File: config.mk
export PLATFORM = sky130hd
export DESIGN_NAME = write_back_multi
export DESIGN_NICKNAME = d
export VERILOG_FILES = /design/src/rtl/write_back_multi.sv
export SDC_FILE = /design/constraint.sdc
export NUM_CORES = 1
export LEC_CHECK = 0
export CAP_MARGIN = 25
export CORE_MARGIN = 4
export CORE_UTILIZATION = 43
export DETAILED_ROUTE_END_ITERATION = 8
export PLACE_DENSITY = 0.76
export SLEW_MARGIN = 10
export SYNTH_ARGS = -nofsm -noshare
export SYNTH_HDL_FRONTEND = slang
export SYNTH_SLANG_ARGS = --single-unit
File: constraint.sdc
create_clock -name clk -period 3.6 [get_ports clk]
set_input_delay 0.72 -clock clk [delete_from_list [all_inputs] [get_ports clk]]
set_output_delay 0.72 -clock clk [all_outputs]
set_load 0.01 [all_outputs]
File: src/rtl/write_back_multi.sv
// Multi-lane write-back stage: registers memory-stage results, extracts load data,
// drives register-file write ports with lane conflict resolution and counts retirements.
module write_back_multi #(
   parameter int unsigned DATA_W = 32,
   parameter int unsigned ADDR_W = 5,
   parameter int unsigned LANES  = 1,
   parameter int unsigned CNT_W  = 32
) (
   input  logic                     clk,
   input  logic                     rstn,
   input  logic                     stall,
   input  logic                     flush,
   input  logic [LANES-1:0]         in_valid,
   input  logic [LANES-1:0]         in_reg_write,
   input  logic [LANES-1:0]         in_mem_to_reg,
   input  logic [3*LANES-1:0]       in_load_type,
   input  logic [2*LANES-1:0]       in_mem_addr_lo,
   input  logic [DATA_W*LANES-1:0]  in_alu_result,
   input  logic [DATA_W*LANES-1:0]  in_mem_rdata,
   input  logic [ADDR_W*LANES-1:0]  in_write_reg,
   output logic [LANES-1:0]         reg_write_to_file,
   output logic [ADDR_W*LANES-1:0]  reg_write_addr,
   output logic [DATA_W*LANES-1:0]  reg_write_data,
   output logic [LANES-1:0]         fwd_valid,
   output logic [CNT_W-1:0]         retire_count
);

   logic [LANES-1:0]        valid_q,      valid_d;
   logic [LANES-1:0]        reg_write_q,  reg_write_d;
   logic [LANES-1:0]        mem_to_reg_q, mem_to_reg_d;
   logic [3*LANES-1:0]      load_type_q,  load_type_d;
   logic [2*LANES-1:0]      addr_lo_q,    addr_lo_d;
   logic [DATA_W*LANES-1:0] alu_q,        alu_d;
   logic [DATA_W*LANES-1:0] rdata_q,      rdata_d;
   logic [ADDR_W*LANES-1:0] wreg_q,       wreg_d;
   logic [CNT_W-1:0]        cnt_q,        cnt_d;

   logic [CNT_W-1:0]        retire_inc;
   logic [LANES-1:0]        lane_writes;

   // Types 5-7 fall through to the full-word case.
   function automatic logic [DATA_W-1:0] extract_load(input logic [2:0]        load_type,
                                                      input logic [1:0]        addr_lo,
                                                      input logic [DATA_W-1:0] word);
      logic [7:0]  byte_v;
      logic [15:0] half_v;
      byte_v = word[{addr_lo, 3'b000} +: 8];
      half_v = word[{addr_lo[1], 4'b0000} +: 16];
      case (load_type)
         3'd0:    extract_load = {{(DATA_W-8){byte_v[7]}}, byte_v};
         3'd1:    extract_load = {{(DATA_W-8){1'b0}}, byte_v};
         3'd2:    extract_load = {{(DATA_W-16){half_v[15]}}, half_v};
         3'd3:    extract_load = {{(DATA_W-16){1'b0}}, half_v};
         default: extract_load = word;
      endcase
   endfunction

   // Flush beats stall; both beat capture.
   always_comb begin
      valid_d      = valid_q;
      reg_write_d  = reg_write_q;
      mem_to_reg_d = mem_to_reg_q;
      load_type_d  = load_type_q;
      addr_lo_d    = addr_lo_q;
      alu_d        = alu_q;
      rdata_d      = rdata_q;
      wreg_d       = wreg_q;
      if (flush) begin
         valid_d = '0;
      end else if (!stall) begin
         valid_d      = in_valid;
         reg_write_d  = in_reg_write;
         mem_to_reg_d = in_mem_to_reg;
         load_type_d  = in_load_type;
         addr_lo_d    = in_mem_addr_lo;
         alu_d        = in_alu_result;
         rdata_d      = in_mem_rdata;
         wreg_d       = in_write_reg;
      end
   end

   always_comb begin
      retire_inc = '0;
      for (int i = 0; i < LANES; i++) begin
         retire_inc = retire_inc + CNT_W'(valid_q[i]);
      end
      cnt_d = stall ? cnt_q : cnt_q + retire_inc;
   end

   always_ff @(posedge clk or posedge rstn) begin
      if (rstn) begin
         valid_q      <= '0;
         reg_write_q  <= '0;
         mem_to_reg_q <= '0;
         load_type_q  <= '0;
         addr_lo_q    <= '0;
         alu_q        <= '0;
         rdata_q      <= '0;
         wreg_q       <= '0;
         cnt_q        <= '0;
      end else begin
         valid_q      <= valid_d;
         reg_write_q  <= reg_write_d;
         mem_to_reg_q <= mem_to_reg_d;
         load_type_q  <= load_type_d;
         addr_lo_q    <= addr_lo_d;
         alu_q        <= alu_d;
         rdata_q      <= rdata_d;
         wreg_q       <= wreg_d;
         cnt_q        <= cnt_d;
      end
   end

   always_comb begin
      reg_write_data = '0;
      for (int i = 0; i < LANES; i++) begin
         if (mem_to_reg_q[i]) begin
            reg_write_data[i*DATA_W +: DATA_W] =
               extract_load(load_type_q[3*i +: 3], addr_lo_q[2*i +: 2],
                            rdata_q[i*DATA_W +: DATA_W]);
         end else begin
            reg_write_data[i*DATA_W +: DATA_W] = alu_q[i*DATA_W +: DATA_W];
         end
      end
   end

   // A higher lane is younger, so it wins a same-address collision.
   always_comb begin
      lane_writes = '0;
      for (int i = 0; i < LANES; i++) begin
         lane_writes[i] = valid_q[i] & reg_write_q[i] & (wreg_q[i*ADDR_W +: ADDR_W] != '0);
      end
      reg_write_to_file = lane_writes & {LANES{~stall}};
      for (int i = 0; i < LANES; i++) begin
         for (int j = i + 1; j < LANES; j++) begin
            if (lane_writes[j] &&
                (wreg_q[i*ADDR_W +: ADDR_W] == wreg_q[j*ADDR_W +: ADDR_W])) begin
               reg_write_to_file[i] = 1'b0;
            end
         end
      end
   end

   assign fwd_valid      = lane_writes;
   assign reg_write_addr = wreg_q;
   assign retire_count   = cnt_q;

endmodule
Yosys cells after proc, flatten, opt, wreduce, memory -nomap -nowiden
Cells that the tools add are included.
{"block": "word_totals", "register_bits": 109, "in_bits": 81, "out_inout_bits": 71, "wordCells": 28}
{"block": "op_classes", "addsub": 1, "n_eq_ne": 4, "shift": 2, "mux": 4, "bitwise": 5, "n_reduce_logical": 3}
{"operator": "$pmux W32 S4", "n": 1}
{"operator": "$add A32 B1 Y32", "n": 1}
{"operator": "$mux W32", "n": 1}
{"operator": "$shiftx A32 B6 Y16", "n": 1}
{"operator": "$shiftx A32 B6 Y8", "n": 1}
{"operator": "$eq A3 B2 Y1 const B", "n": 2}
{"operator": "$reduce_bool A5 Y1", "n": 1}
{"operator": "$and A1 B1 Y1", "n": 3}
{"operator": "$eq A3 B1 Y1 const B", "n": 1}
{"operator": "$logic_not A3 Y1", "n": 1}
{"operator": "$mux W1", "n": 2}
{"operator": "$ne A2 B1 Y1 const B", "n": 1}
{"operator": "$not A1 Y1", "n": 2}
{"operator": "$reduce_and A2 Y1", "n": 1}

Depth between registers and ports, before layout
Gate-level depths: netlist (run 1).
{"block": "depth", "depth_word": 3, "depth_mapped": 7}

Worst setup path before layout (run 1)
Ideal clock, no wire load.
{"block": "synth_timing", "path_kind": "register -> output", "from": "reg addr_lo_q[1]", "to": "out reg_write_data[21]", "arrival_ns": 1.555, "t_required_ns": 2.880, "slack_ns": 1.325, "stages_incl_launch_ff": 8, "path_buffers": 3, "path_cell_list": "dfrtp_1 > buf_4 > mux2_2 > mux2i_1 > o31a_1 > buf_2 > buf_2 > a21oi_1"}
{"block": "synth_between", "elab_chain_cells": 3, "word_cells_on_any_way": 4, "classes_between": "shift (2); mux (2)"}
{"item": "start: declaration", "line_no": "32", "rtl": "logic [2*LANES-1:0] addr_lo_q, addr_lo_d;"}
{"item": "start signal: assignment", "line_no": "106", "rtl": "addr_lo_q <= addr_lo_d;"}
{"item": "$shiftx A32 B6 Y16 or $shiftx A32 B6 Y8 (tied branches)", "line_no": "48, 47"}
{"item": "$pmux W32 S4 *", "line_no": "49", "rtl": "case (load_type)"}
{"item": "$mux W32 *", "line_no": "117", "rtl": "if (mem_to_reg_q[i]) begin"}
{"item": "end: declaration", "line_no": "23", "rtl": "output logic [DATA_W*LANES-1:0] reg_write_data,"}
Every way passes the cells marked *; elsewhere a longest branch is shown, timed or not.

Final worst setup path (run 1)
{"block": "layout_timing", "from": "reg load_type_q[1]", "to": "out reg_write_data[6]"}
{"block": "layout_between", "elab_chain_cells": 3, "word_cells_on_any_way": 6, "classes_between": "eq/ne (3); mux (2); reduce/logical (1)"}
{"item": "start: declaration", "line_no": "31", "rtl": "logic [3*LANES-1:0] load_type_q, load_type_d;"}
{"item": "start signal: assignment", "line_no": "105", "rtl": "load_type_q <= load_type_d;"}
{"item": "$eq A3 B2 Y1 (tied with other cells)", "line_no": "49"}
{"item": "$pmux W32 S4 *", "line_no": "49"}
{"item": "$mux W32 *", "line_no": "117"}
Marks and branches as above.

==> results of run 1 <==
==> kinds of logic after synthesis <==
family / after synthesis / share of synthesized area
compound gates: 67 / 0.07750
xor+xnor: 30 / 0.05023
buf+inv: 44 / 0.03587
fa+ha+maj: 2 / 0.004783
flops: 109 / 0.5214
mux: 82 / 0.1746
simple gates: 132 / 0.1356
==> stage by stage <==
step	setup WS (ps)	instances	utilization	power (W)	instance area, um^2
after floorplan	6.051	466	-	0.001945	5231
after global placement	689.7	745	0.5760	0.002388	6890
after detailed placement	630.6	745	0.5760	0.002415	6890
after CTS	248.2	761	0.5983	0.003334	7157
after global routing	103.3	761	0.5983	0.003473	7157
final	283.6	761	0.5983	0.003311	7157
==> routing by layer <==
metal	vias to the layer above	part of all wire	GRT usage
li1	1925	-	-
met1	1995	0.47	0.2695
met2	122	0.46	0.3033
met3	15	0.057	0.05311
met4	0	0.013	0.05275
met5	-	0	0
==> worst max-delay path: stages (launching register included) <==
cell and delay, ps:
dfrtp_1 480, nand2b_1 320, a21oi_1 530, o221ai_1 200
o21ai_0 140, clkdlybuf4s50_1 580
==> cell usage after synthesis (2+ instances only) <==
| cell type | n | area share |
|---|---|---|
| ha_1 | 2 | 0.0048 |
| and3_1 | 2 | 0.0024 |
| o221ai_1 | 14 | 0.023 |
| nand2_1 | 46 | 0.033 |
| or3_1 | 2 | 0.0024 |
| nor4_4 | 2 | 0.0081 |
| dfrtp_1 | 109 | 0.52 |
| o21ai_0 | 30 | 0.029 |
| and4_1 | 3 | 0.0050 |
| buf_2 | 9 | 0.0086 |
| xor2_1 | 10 | 0.017 |
| nand4_1 | 10 | 0.012 |
| nand3_1 | 9 | 0.0086 |
| mux2i_1 | 17 | 0.033 |
| a21oi_1 | 17 | 0.016 |
| nor3_1 | 9 | 0.0086 |
| nand2b_1 | 2 | 0.0024 |
| nor2b_1 | 14 | 0.017 |
| mux2_2 | 64 | 0.14 |
| inv_1 | 18 | 0.013 |
| nor2_1 | 25 | 0.018 |
| xnor2_1 | 20 | 0.033 |
| clkbuf_1 | 14 | 0.010 |
==> final cells by class <==
cell class | instances | area, um^2
fillers | 995 | 4805
flip-flops and latches | 109 | 2728
multi-input cells | 313 | 2323
repair buffers | 157 | 1582
clock buffers | 10 | 229.0
well taps | 147 | 183.9
inverters | 19 | 73.82
clock inverters | 6 | 37.54
==> sequential cells by signal (all words and copies together), names as in the netlist <==
| signal | flops |
|---|---|
| reg_write_addr | 5 |
| valid_q | 1 |
| rdata_q | 32 |
| mem_to_reg_q | 1 |
| alu_q | 32 |
| retire_count | 32 |
| addr_lo_q | 2 |
| load_type_q | 3 |
| reg_write_q | 1 |
==> placed cells by master, fill, tap and decap left out, types with 2 or more instances in the layout <==
cell,synthesis,final
a21oi_1,17,17
and3_1,2,2
and4_1,3,3
buf_12,0,2
buf_4,1,4
clkbuf_16,0,9
clkdlybuf4s50_1,0,151
clkinv_2,0,4
dfrtp_1,109,109
ha_1,2,2
inv_1,18,17
mux2_2,64,64
mux2i_1,17,17
nand2_1,46,46
nand2b_1,2,2
nand3_1,9,9
nand4_1,10,10
nor2_1,25,24
nor2b_1,14,14
nor3_1,9,9
nor4_4,2,2
o21ai_0,30,30
o221ai_1,14,14
or3_1,2,2
xnor2_1,20,20
xor2_1,10,10
==> final timing paths <==
path | start | endpoint | slack (ps) | depth (start not counted)
worst max-delay path | load_type_q[1] | reg_write_data[6] | 280 | 5
worst min-delay path | retire_count[31] | retire_count[31] | 480 | 1
worst max register to register | valid_q | retire_count[26] | 1510 | 6
worst min register to register | retire_count[31] | retire_count[31] | 480 | 1
max in group asynchronous | rstn | valid_q | 2020 | 3
min in group asynchronous | rstn | alu_q[11] | 840 | 2
==> where the power goes <==
part / leakage (nW) / internal [W] / switching, W
Combinational: 1.55 / 0.000505 / 0.000386
Sequential: 1.34 / 0.00137 / 0.000130
Clock: 0.136 / 0.000469 / 0.000454
==> reports/metrics.cfg, run 1 <==
[run_status]
status = completed

[route]
num_vias = 4057
drtIter0Drc = 209
wl_um = 13400
drc_errors = 0
drt-pass1-iter-count = 4
via_per_inst = 5.331
wl_per_cell_um = 17.60
postRouteAntennaNets = 0

[hold_path]
hold_path.class = flop to flop

[logic_synthesis]
yosysSeqAreaShare = 0.5214
synth_seq_cells = 109
yosysUniqueCellTypes = 41
ys_async_sr_fraction = 1.000
synth-edff-count = 0
synth_ff_type = dfrtp_1
yosysWarnings = 0
syn_area_um2 = 5231
avgSynthCellArea_um2 = 11.23
synth_cells = 466
syn_nets = 549

[critical_path]
required_ps = 2880
endpoint_kind = output port
cp_max_fo = 12
worstPathArrival_ps = 2600
crit_type = flop to output port
start_kind = flop

[sta]
finClkSkew_ps = 6.774
min_period_ps = 3316
whs_ps = 483.5
tns_ps = 0
relSlewSlack = 0.5207
fmax_mhz = 301.5
period_share = 0.9212
worstMarginPinSlew_ps = 718.9
hold_violations = 0
setup_viol = 0
rsz0062_at_grt = false
final-max-slew-violation-count = 0

[grt]
antenna_found_initial = 0
track_usage = 0.1948
grt_max_degree = 86
grt-ovfl-total = 0
grt_pass1_vias = 4326
grt_pass1_wl_um = 21920

[cts]
clock_path_buffers = 2
numCtsBuffers = 9
clkTransAtPathRegs_ps = 70
cts.sinks = 109
cts.hold.buffers_added = 0
htree_levels = 3
insertion_delay_ps = 350
postCtsSetupRepairBufs = 0
cts_tree = built
root_buffer = clkbuf_16
cts.repair.resized = 0

[placement]
portBuffers = 151
gp_congestion = 0.7598
hpwl_um = 10030

[floorplan]
die_width_um = 118.3
rows = 40
start_util = 0.4373
core_area_um2 = 11960
die_y_um = 118.3
dieArea_um2 = 13990
pin_count = 152

[job]
maxCapViolations = 0

[pwr]
leakagePower_nw = 3.029
worst_ir_drop_vdd_mv = 0.2378
p_per_area_nw_per_um2 = 462.7

[layout]
antenna_cells = 0
final_nets = 692
drive_above_1_share = 0.1531
syn2layout_area_growth_pct = 36.81

Note: power is estimated with default switching activity, not from simulation.
==> run 2, diff against run 1 <==
Settings changed: CORE_UTILIZATION 43 to 50, DONT_BUFFER_PORTS set to 1, PLACE_DENSITY 0.76 to 0.68.
==> reports/metrics.cfg, run 2 (synthesis results as in run 1) <==
[placement]
gp_congestion = 0.8295
hpwl_um = 8906
placed_cells = 585
portBuffers = 0
dp_slack_ps = 1014

[sta]
min_period_ps = 3025
rsz0062_at_grt = false
hold_violations = 0
relSlewSlack = 0.5148
period_share = 0.8403
fmax_mhz = 330.6
setup_viol = 0
final-max-slew-violation-count = 0
tns_ps = 0
timing.final.ws_setup_ps = 574.9
whs_ps = 220.1
finClkSkew_ps = 5.800
worstMarginPinSlew_ps = 726.1

[layout]
drive_above_1_share = 0.2060
layout.cells.non_filler = 602
fin_util = 0.5463
layout_common_cells = 109 x dfrtp_1, 64 x mux2_2, 46 x nand2_1
antenna_cells = 0
syn2layout_area_growth_pct = 7.319
fillers = 918
multi_input_area_um2 = 2323
final_nets = 544
seq_area_um2 = 2728
layout_commonest_cell = dfrtp_1

[critical_path]
cpPeakStageDelay_ps = 610
crit_type = flop to output port
start_kind = flop
required_ps = 2880
endpoint_kind = output port
cp_cell_sequence = nand2b_1 > a21oi_1 > o221ai_1 > o21ai_0
cp_max_fo = 12
cpMaxStageDelayCell = a21oi_1
worstPathArrival_ps = 2310

[floorplan]
die_y_um = 110.3
pin_count = 152
start_util = 0.5090
core_area_um2 = 10280
rows = 37
dieArea_um2 = 12160
die_width_um = 110.3

[run_status]
status = completed

[grt]
track_usage = 0.1968
grt-ovfl-total = 0
antenna_found_initial = 1
grt_max_degree = 75
grt_pass1_vias = 3276
grt_pass1_wl_um = 18060

[cts]
root_buffer = clkbuf_8
cts.sinks = 109
cts.hold.buffers_added = 0
clock_path_buffers = 2
numCtsBuffers = 9
postCtsSetupRepairBufs = 0
insertion_delay_ps = 370
clkTransAtPathRegs_ps = 100
cts_tree = built
cts.repair.resized = 0
htree_levels = 3

[job]
maxCapViolations = 0

[route]
highest-signal-layer = met5
wl_per_cell_um = 19.78
wl_um = 11910
wl_met2_um = 5450
num_vias = 3412
drc_errors = 0
drtIter0Drc = 221
via_per_inst = 5.668
postRouteAntennaNets = 0
wl_met1_um = 5366
drt-pass1-iter-count = 4
dr_wl_met3_um = 884

[pwr]
combPwrFrac = 0.185
leakagePower_nw = 2.443
intPower_w = 0.002028
worst_ir_drop_vdd_mv = 0.2558
seqPwrFrac = 0.524
p_sw_w = 0.0008698
p_per_area_nw_per_um2 = 516.1
p_sw_frac = 0.3002
pwr-share-clk = 0.291

[hold_path]
hold_path.class = input pin to asynchronous set/reset pin

run 2: changes by cell type in the layout (fill, tap and decap cells not counted), sizes merged:
cell / previous run / this run
clkinv: 6 / 1
clkinvlp: 0 / 1
clkbuf: 10 / 13
clkdlybuf4s50: 151 / 0
bufinv: 0 / 2
buf: 6 / 9
inv: 19 / 18
run 2: area by class of cell:
type                    instances  share of cell area
clock inverters                 3             0.01203
repair buffers                  9             0.01649
well taps                     136             0.03031
inverters                      19             0.01315
flip-flops and latches        109              0.4858
clock buffers                  13             0.02830
multi-input cells             313              0.4139
run 2: stage by stage:
step,instance area (um^2),power (W)
6_report,5614,0.002898
5_1_grt,5614,0.003057
4_1_cts,5594,0.002925
3_5_place_dp,5368,0.002085
3_3_place_gp,5368,0.002066
2_1_floorplan,5231,0.001945
run 2: worst max-delay path, delay by kind of cell, from the launching register on:
kind	cells	cell delay, ps
flip-flops	1	490
AND/OR/NAND/NOR	1	410
AO/OA/AOI/OAI	3	1040
run 2: final timing paths:
check                                 from           endpoint  slack, ps  cells past startpoint
min in group clk                     flush            valid_q        400                      1
hold reg to reg                  alu_q[23]          alu_q[23]        520                      1
setup / recovery            load_type_q[1]  reg_write_data[6]        570                      4
max in group asynchronous             rstn          alu_q[30]       2490                      3
hold / removal                        rstn           alu_q[8]        220                      1
setup reg to reg           retire_count[0]   retire_count[26]       1510                      6
run 2: power groups by stage:
| stage | Combinational [W] | Clock (W) | Sequential, W |
|---|---|---|---|
| 6_report | 0.000537 | 0.000842 | 0.00152 |
| 5_1_grt | 0.000597 | 0.000917 | 0.00154 |
| 4_1_cts | 0.000543 | 0.000864 | 0.00152 |
| 3_5_place_dp | 0.000541 | 0 | 0.00154 |
| 3_3_place_gp | 0.000529 | 0 | 0.00154 |
| 2_1_floorplan | 0.000462 | 0 | 0.00148 |
run 2: routing by layer:
layer	track usage	up-vias
li1	-	1617
met1	0.2790	1660
met2	0.2873	117
met3	0.06174	16
met4	0.06508	2
met5	0	-
